<file path="config.mk">
export PLATFORM = sky130hd
export DESIGN_NAME = mem_port_arbiter
export DESIGN_NICKNAME = d
export VERILOG_FILES = /design/src/rtl/memarb_pkg.sv /design/src/rtl/memarb_wait_counter.sv /design/src/rtl/mem_port_arbiter.sv
export SDC_FILE = /design/constraint.sdc
export NUM_CORES = 1
export LEC_CHECK = 0
export ABC_AREA = 0
export BUFFER_PORTS_ARGS = -buffer_cell sky130_fd_sc_hd__clkbuf_2
export CORE_MARGIN = 5
export CORE_UTILIZATION = 48
export CTS_BUF_LIST = sky130_fd_sc_hd__clkbuf_4
export DETAILED_ROUTE_END_ITERATION = 16
export HOLD_SLACK_MARGIN = 0.12
export PLACE_DENSITY = 0.9
export RECOVER_POWER = 25
export SYNTH_ARGS = -nofsm -noshare
export SYNTH_HDL_FRONTEND = slang
export SYNTH_HIERARCHICAL = 1
export SYNTH_SLANG_ARGS = --single-unit
export TNS_END_PERCENT = 10
</file>
<file path="constraint.sdc">
create_clock -name clk -period 5.3 [get_ports clk]
set_input_delay 0 -clock clk [delete_from_list [all_inputs] [get_ports clk]]
set_output_delay 0 -clock clk [all_outputs]
set_load 0.03 [all_outputs]
</file>
<file path="src/rtl/memarb_pkg.sv">
`default_nettype none
// ============================================================================
// Module   : memarb_pkg
// Brief    : Shared types and constants for the fetch/data memory port arbiter.
// Revision : 1.0
// ============================================================================
package memarb_pkg;

    typedef enum logic [1:0] {
        IDLE  = 2'd0,
        FETCH = 2'd1,
        DATA  = 2'd2
    } memarb_state_e;

    localparam logic [0:1] SIZE_BYTE = 2'b00;
    localparam logic [0:1] SIZE_HALF = 2'b01;
    localparam logic [0:1] SIZE_WORD = 2'b10;

    localparam memarb_state_e RST_STATE    = IDLE;
    localparam logic [0:1]    RST_MEM_SIZE = SIZE_WORD;
    localparam logic          RST_PULSE    = 1'b0;

endpackage
`default_nettype wire

</file>
<file path="src/rtl/memarb_wait_counter.sv">
`default_nettype none
// ============================================================================
// Module   : memarb_wait_counter
// Brief    : Saturating ack-wait counter; expired marks the MAX_WAIT-th cycle.
// Revision : 1.0
// ============================================================================
module memarb_wait_counter #(
    parameter int MAX_WAIT = 15
) (
    input  logic clk,
    input  logic reset,
    input  logic clear,
    input  logic enable,
    output logic expired
);

    localparam int             CW     = (MAX_WAIT > 1) ? $clog2(MAX_WAIT) : 1;
    localparam logic [CW-1:0]  C_LAST = CW'(MAX_WAIT - 1);

    logic [CW-1:0] count_q;
    logic [CW-1:0] count_d;

    assign expired = (count_q == C_LAST);

    always_comb begin
        count_d = count_q;
        if (clear) begin
            count_d = '0;
        end else if (enable && !expired) begin
            count_d = count_q + 1'b1;
        end
    end

    always_ff @(posedge clk or posedge reset) begin
        if (reset) begin
            count_q <= '0;
        end else begin
            count_q <= count_d;
        end
    end

endmodule
`default_nettype wire

</file>
<file path="src/rtl/mem_port_arbiter.sv">
`default_nettype none
// ============================================================================
// Module   : mem_port_arbiter
// Brief    : Serialises fetch and data requests onto one req/ack memory bus.
//            Optional ack timeout enabled by macro MEMARB_TIMEOUT_EN.
// Revision : 1.0
// ============================================================================
module mem_port_arbiter
    import memarb_pkg::*;
#(
    parameter int AddrWidth = 32,
    parameter int DataWidth = 32,
    parameter int MaxWait   = 15
) (
    input  logic                 clk,
    input  logic                 reset,
    input  logic                 if_req,
    input  logic [0:AddrWidth-1] if_addr,
    output logic [0:DataWidth-1] if_rdata,
    output logic                 if_valid,
    input  logic                 dm_req,
    input  logic                 dm_we,
    input  logic [0:AddrWidth-1] dm_addr,
    input  logic [0:DataWidth-1] dm_wdata,
    input  logic [0:1]           dm_size,
    input  logic                 dm_ext,
    output logic [0:DataWidth-1] dm_rdata,
    output logic                 dm_valid,
    output logic                 mem_req,
    output logic                 mem_we,
    output logic [0:AddrWidth-1] mem_addr,
    output logic [0:DataWidth-1] mem_wdata,
    output logic [0:1]           mem_size,
    output logic                 mem_ext,
    input  logic                 mem_ack,
    input  logic [0:DataWidth-1] mem_rdata,
    output logic                 stall,
    output logic                 bus_err
);

    memarb_state_e        state_q, state_d;
    logic                 mem_req_q, mem_req_d;
    logic                 mem_we_q, mem_we_d;
    logic [0:AddrWidth-1] mem_addr_q, mem_addr_d;
    logic [0:DataWidth-1] mem_wdata_q, mem_wdata_d;
    logic [0:1]           mem_size_q, mem_size_d;
    logic                 mem_ext_q, mem_ext_d;
    logic [0:DataWidth-1] if_rdata_q, if_rdata_d;
    logic [0:DataWidth-1] dm_rdata_q, dm_rdata_d;
    logic                 if_valid_q, if_valid_d;
    logic                 dm_valid_q, dm_valid_d;
    logic                 bus_err_q, bus_err_d;
    logic                 streak_q, streak_d;
    logic                 starve_q, starve_d;
    logic                 w_timeout;
    logic                 w_grant;
    logic                 w_bubble;

    // The completing requester still holds its req during its valid cycle,
    // so no grant may be issued then or the same access would repeat.
    assign w_bubble = if_valid_q | dm_valid_q;
    assign w_grant  = (state_q == IDLE) && (state_d != IDLE);

`ifdef MEMARB_TIMEOUT_EN
    logic w_expired;

    memarb_wait_counter #(
        .MAX_WAIT (MaxWait)
    ) u_wait_counter (
        .clk     (clk),
        .reset   (reset),
        .clear   (w_grant),
        .enable  (state_q != IDLE),
        .expired (w_expired)
    );

    assign w_timeout = w_expired & ~mem_ack;
    assign bus_err   = bus_err_q;
`else
    logic unused_cfg;
    assign unused_cfg = ^{MaxWait, w_grant, bus_err_q};
    assign w_timeout  = 1'b0;
    assign bus_err    = 1'b0;
`endif

    always_comb begin
        state_d     = state_q;
        mem_we_d    = mem_we_q;
        mem_addr_d  = mem_addr_q;
        mem_wdata_d = mem_wdata_q;
        mem_size_d  = mem_size_q;
        mem_ext_d   = mem_ext_q;
        if_rdata_d  = if_rdata_q;
        dm_rdata_d  = dm_rdata_q;
        if_valid_d  = 1'b0;
        dm_valid_d  = 1'b0;
        bus_err_d   = 1'b0;
        streak_d    = streak_q;
        starve_d    = starve_q;

        case (state_q)
            IDLE: begin
                if (!w_bubble) begin
                    if (if_req && (starve_q || !dm_req)) begin
                        state_d    = FETCH;
                        mem_we_d   = 1'b0;
                        mem_addr_d = if_addr;
                        mem_size_d = SIZE_WORD;
                        mem_ext_d  = 1'b0;
                        starve_d   = 1'b0;
                        streak_d   = 1'b0;
                    end else if (dm_req) begin
                        state_d     = DATA;
                        mem_we_d    = dm_we;
                        mem_addr_d  = dm_addr;
                        mem_wdata_d = dm_wdata;
                        mem_size_d  = dm_size;
                        mem_ext_d   = dm_ext;
                        // Second consecutive data grant over a waiting fetch
                        // hands the next grant to fetch.
                        if (if_req) begin
                            starve_d = streak_q;
                            streak_d = ~streak_q;
                        end else begin
                            streak_d = 1'b0;
                        end
                    end
                end
            end
            FETCH: begin
                if (mem_ack) begin
                    if_rdata_d = mem_rdata;
                    if_valid_d = 1'b1;
                    state_d    = IDLE;
                end else if (w_timeout) begin
                    if_rdata_d = '0;
                    if_valid_d = 1'b1;
                    bus_err_d  = 1'b1;
                    state_d    = IDLE;
                end
            end
            DATA: begin
                if (mem_ack) begin
                    if (!mem_we_q) begin
                        dm_rdata_d = mem_rdata;
                    end
                    dm_valid_d = 1'b1;
                    state_d    = IDLE;
                end else if (w_timeout) begin
                    dm_rdata_d = '0;
                    dm_valid_d = 1'b1;
                    bus_err_d  = 1'b1;
                    state_d    = IDLE;
                end
            end
            default: begin
                state_d = IDLE;
            end
        endcase

        mem_req_d = (state_d != IDLE);
    end

    always_ff @(posedge clk or posedge reset) begin
        if (reset) begin
            state_q     <= RST_STATE;
            mem_req_q   <= RST_PULSE;
            mem_we_q    <= 1'b0;
            mem_addr_q  <= '0;
            mem_wdata_q <= '0;
            mem_size_q  <= RST_MEM_SIZE;
            mem_ext_q   <= 1'b0;
            if_rdata_q  <= '0;
            dm_rdata_q  <= '0;
            if_valid_q  <= RST_PULSE;
            dm_valid_q  <= RST_PULSE;
            bus_err_q   <= RST_PULSE;
            streak_q    <= 1'b0;
            starve_q    <= 1'b0;
        end else begin
            state_q     <= state_d;
            mem_req_q   <= mem_req_d;
            mem_we_q    <= mem_we_d;
            mem_addr_q  <= mem_addr_d;
            mem_wdata_q <= mem_wdata_d;
            mem_size_q  <= mem_size_d;
            mem_ext_q   <= mem_ext_d;
            if_rdata_q  <= if_rdata_d;
            dm_rdata_q  <= dm_rdata_d;
            if_valid_q  <= if_valid_d;
            dm_valid_q  <= dm_valid_d;
            bus_err_q   <= bus_err_d;
            streak_q    <= streak_d;
            starve_q    <= starve_d;
        end
    end

    assign mem_req   = mem_req_q;
    assign mem_we    = mem_we_q;
    assign mem_addr  = mem_addr_q;
    assign mem_wdata = mem_wdata_q;
    assign mem_size  = mem_size_q;
    assign mem_ext   = mem_ext_q;
    assign if_rdata  = if_rdata_q;
    assign dm_rdata  = dm_rdata_q;
    assign if_valid  = if_valid_q;
    assign dm_valid  = dm_valid_q;
    assign stall     = (if_req & ~if_valid_q) | (dm_req & ~dm_valid_q);

endmodule
`default_nettype wire

</file>
# Yosys cells after proc, flatten, opt, wreduce, memory -nomap -nowiden
# Cells that the tools add are included.
[op_classes]
n_eq_ne = 2
n_mux = 22
bitwise_logic = 10
reduce_logical = 13
[ops]
columns = ["operator", "count"]
rows = [
  ["two-way mux 32 bit", 2],
  ["two-way mux 1 bit", 13],
  ["two-way mux 2 bit", 6],
  ["AND reduction 4 bit", 2],
  ["NOT 1 bit", 6],
  ["AND reduction 3 bit", 2],
  ["nonzero test 2 bit", 3],
  ["case mux 2 bit (2 select lines)", 1],
  ["AND 1 bit", 2],
  ["equality test 2 x 1 -> 1 bit, second input constant", 1],
  ["equality test 2 bit, second input constant", 1],
  ["zero test 2 bit", 1],
  ["bitwise OR 1 bit", 2],
  ["AND reduction 2 bit", 1],
  ["OR reduction 2 bit", 1],
  ["logical AND 1 bit", 1],
  ["zero test 1 bit", 1],
  ["logical OR 1 bit", 1],
]
[word_totals]
register_bits = 139
inputBits = 137
elab_cells = 60

# Longest topological paths before layout
[logic_depth]
word_depth = 7
depth_mapped = 8

# Worst setup path before layout
# No wires, ideal clock.
[synth_path]
kind = "register -> register"
start = "reg state_q[0]"
end = "reg streak_q"
arrival_ns = 1.540
path_slack_ns = 3.635
path_stages_with_launch = 7
synth_period_minus_slack_ns = 1.665
cell_sequence = "dfrtp_1 inv_1 ha_1 nor3b_4 o21ai_2 buf_6 mux2_2"
[synth_via]
elab_chain_len = 2
[synth_rtl]
columns = ["item", "line", "rtl"]
rows = [
  ["start, declared", "mem_port_arbiter.sv:41", "memarb_state_e state_q, state_d;"],
  ["start signal, assigned", "mem_port_arbiter.sv:181", "state_q <= state_d;"],
  ["zero test 2 bit", "mem_port_arbiter.sv:101", "case (state_q)"],
  ["AND reduction 3 bit (no source line)", "--", ""],
  ["end signal, assigned", "mem_port_arbiter.sv:193", "streak_q <= streak_d;"],
  ["end, declared", "mem_port_arbiter.sv:53", "logic streak_q, streak_d;"],
]
# No other way between the ends.
# A chain may end at the register's enable or synchronous reset.

==> impl_metrics.json <==
{
  "cp_cell_sequence": "dlygate4sd3_1 -> clkbuf_2 -> dlygate4sd3_1 -> clkinvlp_2 -> buf_4",
  "dr.pass1.iters": 5,
  "synth_edf_count": 0,
  "hpwl_um": 10500,
  "p_clk_share_pct": 13.8,
  "hold_viol": 0,
  "grt_pass1_wl_um": 29400,
  "power_density_nw_per_um2": 626,
  "start_kind": "primary input",
  "min_path_type": "in2reg",
  "p_sw_share_pct": 46.6,
  "share_seq_of_total_power_pct": 34.8,
  "path_common_cell": "dlygate4sd3_1",
  "period_needed_ps": 3430,
  "leakage_uw": 0.00436,
  "synth_compound_area_share_pct": 4.39,
  "max_freq_mhz": 291,
  "setup_ws_ps": 1870,
  "min_period_over_period_pct": 64.7,
  "setup_viol": 0,
  "ys_seq_elements": 139,
  "fin_hold_ws_ps": 232,
  "status": "finished with violations",
  "globalRouteMet2Util_pct": 47.7,
  "cp_slowest_stage_delay_ps": 1750,
  "combPwrFrac_pct": 51.4,
  "rrSetupSlack_ps": 2430,
  "crit_type": "in2async",
  "wl_per_cell_um": 19.2,
  "gp_congestion": 0.838,
  "power_switching_uw": 2570,
  "rows": 40,
  "final_cells": 981,
  "worst_pin_slew_ps": 3130,
  "grt_max_degree": 72,
  "route.detailed.drc": 0,
  "avgSynthCellArea_um2": 14.3,
  "critPathMaxFanout": 71,
  "muxShareOfSynthArea_pct": 26.4,
  "nets": 962,
  "grt_busiest_layer": "met2",
  "port_buffers": 272,
  "syn_area_um2": 5760,
  "synth_warnings": 6,
  "worstSkewPairLatency_ps": 540,
  "slowest_stage": "clkinvlp_2",
  "use_met3_pct": 8.72,
  "antenna_left": 0,
  "root_buffer": "clkbuf_4",
  "drive_gt1_share_pct": 37.2,
  "synth_cell_type_count": 32,
  "internal_power_uw": 2950,
  "rsz0062_at_grt": "false",
  "synth_flop_cell": "dfrtp_1",
  "required_ps": 5860,
  "area_growth_pct": 53.0,
  "dr.first_iter.drc_count": 276,
  "worstPathArrival_ps": 3990,
  "fin_setup_tns_ps": 0,
  "die_area_um2": 14300,
  "violations": "capacitance limit, slew limit",
  "grt_use_total_pct": 26.5,
  "dp_worst_setup_slack_ps": 3270,
  "grt.overflow.total": 0,
  "dieHeight_um": 120,
  "synthCells": 404,
  "yosys.area_share.simple_pct": 4.87,
  "ir_drop_uv": 431,
  "fin_skew_ps": 16.0,
  "routed_wl_um": 18800,
  "slew_headroom_pct": -110,
  "cp-end-kind": "asynchronous set/reset pin",
  "clk_path_buf_depth": 2,
  "dp.cells": 806,
  "yosys.area_share.xor_xnor_pct": 0,
  "maxCapViolCount": 1,
  "htree_levels": 4,
  "met1_usage_pct": 26.3,
  "clock-sinks": 139,
  "path_clk_slew_ps": 120,
  "cts_made_buffers": 17,
  "start_util_pct": 48.4,
  "ctsResizeCount": 0,
  "grt_pass1_vias": 5761,
  "cts_tree": "yes",
  "synth_nets": 545,
  "dieWidth_um": 120,
  "yosysSeqAreaShare_pct": 60.4,
  "synth_top_family_by_area": "multiplexers",
  "maxSlewViolCount": 72,
  "viasPerCell": 5.12,
  "synthAdderAreaFrac_pct": 0.869,
  "antenna_found_initial": 0,
  "async_flop_share_pct": 100,
  "ios": 274,
  "vias": 5025,
  "coreArea_um2": 11900
}
[power groups by stage]
| stage | combinational [µW] | sequential [µW] | clock (µW) |
|---|---|---|---|
| after floorplan | 967 | 2900 | 0 |
| after global placement | 2690 | 1870 | 0 |
| after detailed placement | 2750 | 1910 | 0 |
| after CTS | 2880 | 1890 | 774 |
| after global routing | 2990 | 1970 | 829 |
| final | 2830 | 1920 | 762 |
[cell type report]
| cell class | instances | area (µm²) |
|---|---|---|
| inverters | 6 | 23.8 |
| well taps | 147 | 184 |
| clock inverters | 13 | 175 |
| multi-input cells | 238 | 2120 |
| clock buffers | 18 | 135 |
| flip-flops and latches | 139 | 3480 |
| fillers | 780 | 3100 |
| diodes | 1 | 2.50 |
| repair buffers | 419 | 2700 |
[registers in the layout, summed over array words and instances (netlist names), 2 cells and up]
| name | cells |
|---|---|
| mem_size | 2 |
| mem_addr | 32 |
| dm_rdata | 32 |
| state_q | 2 |
| if_rdata | 32 |
| mem_wdata | 32 |
[cells in the final DEF, fill, tap and decap left out, types with 2 or more instances in the layout]
cell	netlist	layout
nand2b_2	2	2
mux2i_1	32	32
o221ai_1	2	2
clkbuf_1	2	101
a21oi_1	3	3
o21ai_0	18	18
nand2_1	43	43
mux2_4	29	29
bufinv_16	0	4
o21ai_1	18	18
nand3_1	3	3
nor2_1	2	2
clkinv_1	0	2
dlygate4sd3_1	0	143
ha_1	4	4
clkbuf_2	0	171
clkinv_2	0	3
clkbuf_4	0	18
dfrtp_1	138	138
buf_4	4	4
clkinvlp_4	0	2
mux2_2	68	68
inv_1	6	5
[metrics by stage]
stage,util [%],cell area (µm²),total power (µW)
after global placement,60.4,7200,4550
after global routing,74.0,8810,5780
final,74.0,8810,5520
after detailed placement,60.4,7200,4660
after CTS,75.1,8940,5550
after floorplan,-,5760,3870
[routing by layer]
layer  vias to the layer above  wire, µm
li1                       2250         -
met3                        83      1530
met1                      2420      6290
met4                         0      1020
met2                       272     10000
met5                         -         0
[synth_stat cells (2+ instances only)]
| master | number | area share [%] |
|---|---|---|
| o21ai_1 | 18 | 1.6 |
| a21oi_1 | 3 | 0.26 |
| clkbuf_1 | 2 | 0.13 |
| nand2b_2 | 2 | 0.30 |
| dfrtp_1 | 138 | 60 |
| o21ai_0 | 18 | 1.6 |
| ha_1 | 4 | 0.87 |
| inv_1 | 6 | 0.39 |
| buf_6 | 6 | 1.2 |
| nand2_1 | 43 | 2.8 |
| mux2i_1 | 32 | 5.6 |
| mux2_2 | 68 | 13 |
| and2_1 | 2 | 0.22 |
| buf_4 | 4 | 0.52 |
| nor2_1 | 2 | 0.13 |
| buf_2 | 9 | 0.78 |
| nand3_1 | 3 | 0.26 |
| o221ai_1 | 2 | 0.30 |
| mux2_4 | 29 | 7.6 |
[cell families after synthesis]
group	Yosys count
flops	139
simple gates	58
fa+ha+maj	4
buf+inv	27
mux	129
other cells	1
compound gates	46
[worst max-delay path, delay by kind of cell]
| family | cells | cell delay (ps) |
|---|---|---|
| buffers and inverters | 5 | 3870 |
[final timing paths]
check	start	cells past startpoint	endpoint
worst max-delay path	reset	5	if_rdata[4]$_DFFE_PP0P_
worst min-delay path	dm_wdata[6]	3	mem_wdata[6]$_DFFE_PP0P_
worst max register to register	state_q[0]$_DFF_PP0_	8	mem_we$_DFFE_PP0P_
worst min register to register	mem_addr[10]$_DFFE_PP0P_	2	mem_addr[10]$_DFFE_PP0P_
max in group clk	state_q[0]$_DFF_PP0_	8	mem_we$_DFFE_PP0P_
min in group asynchronous	reset	4	mem_wdata[22]$_DFFE_PP0P_
[what timing repair did]
item	in CTS	in global routing
endpoints found under the hold margin	209	0
buffers inserted	0	0
hold buffers	143	0
Note: power is estimated with default switching activity, not from simulation.
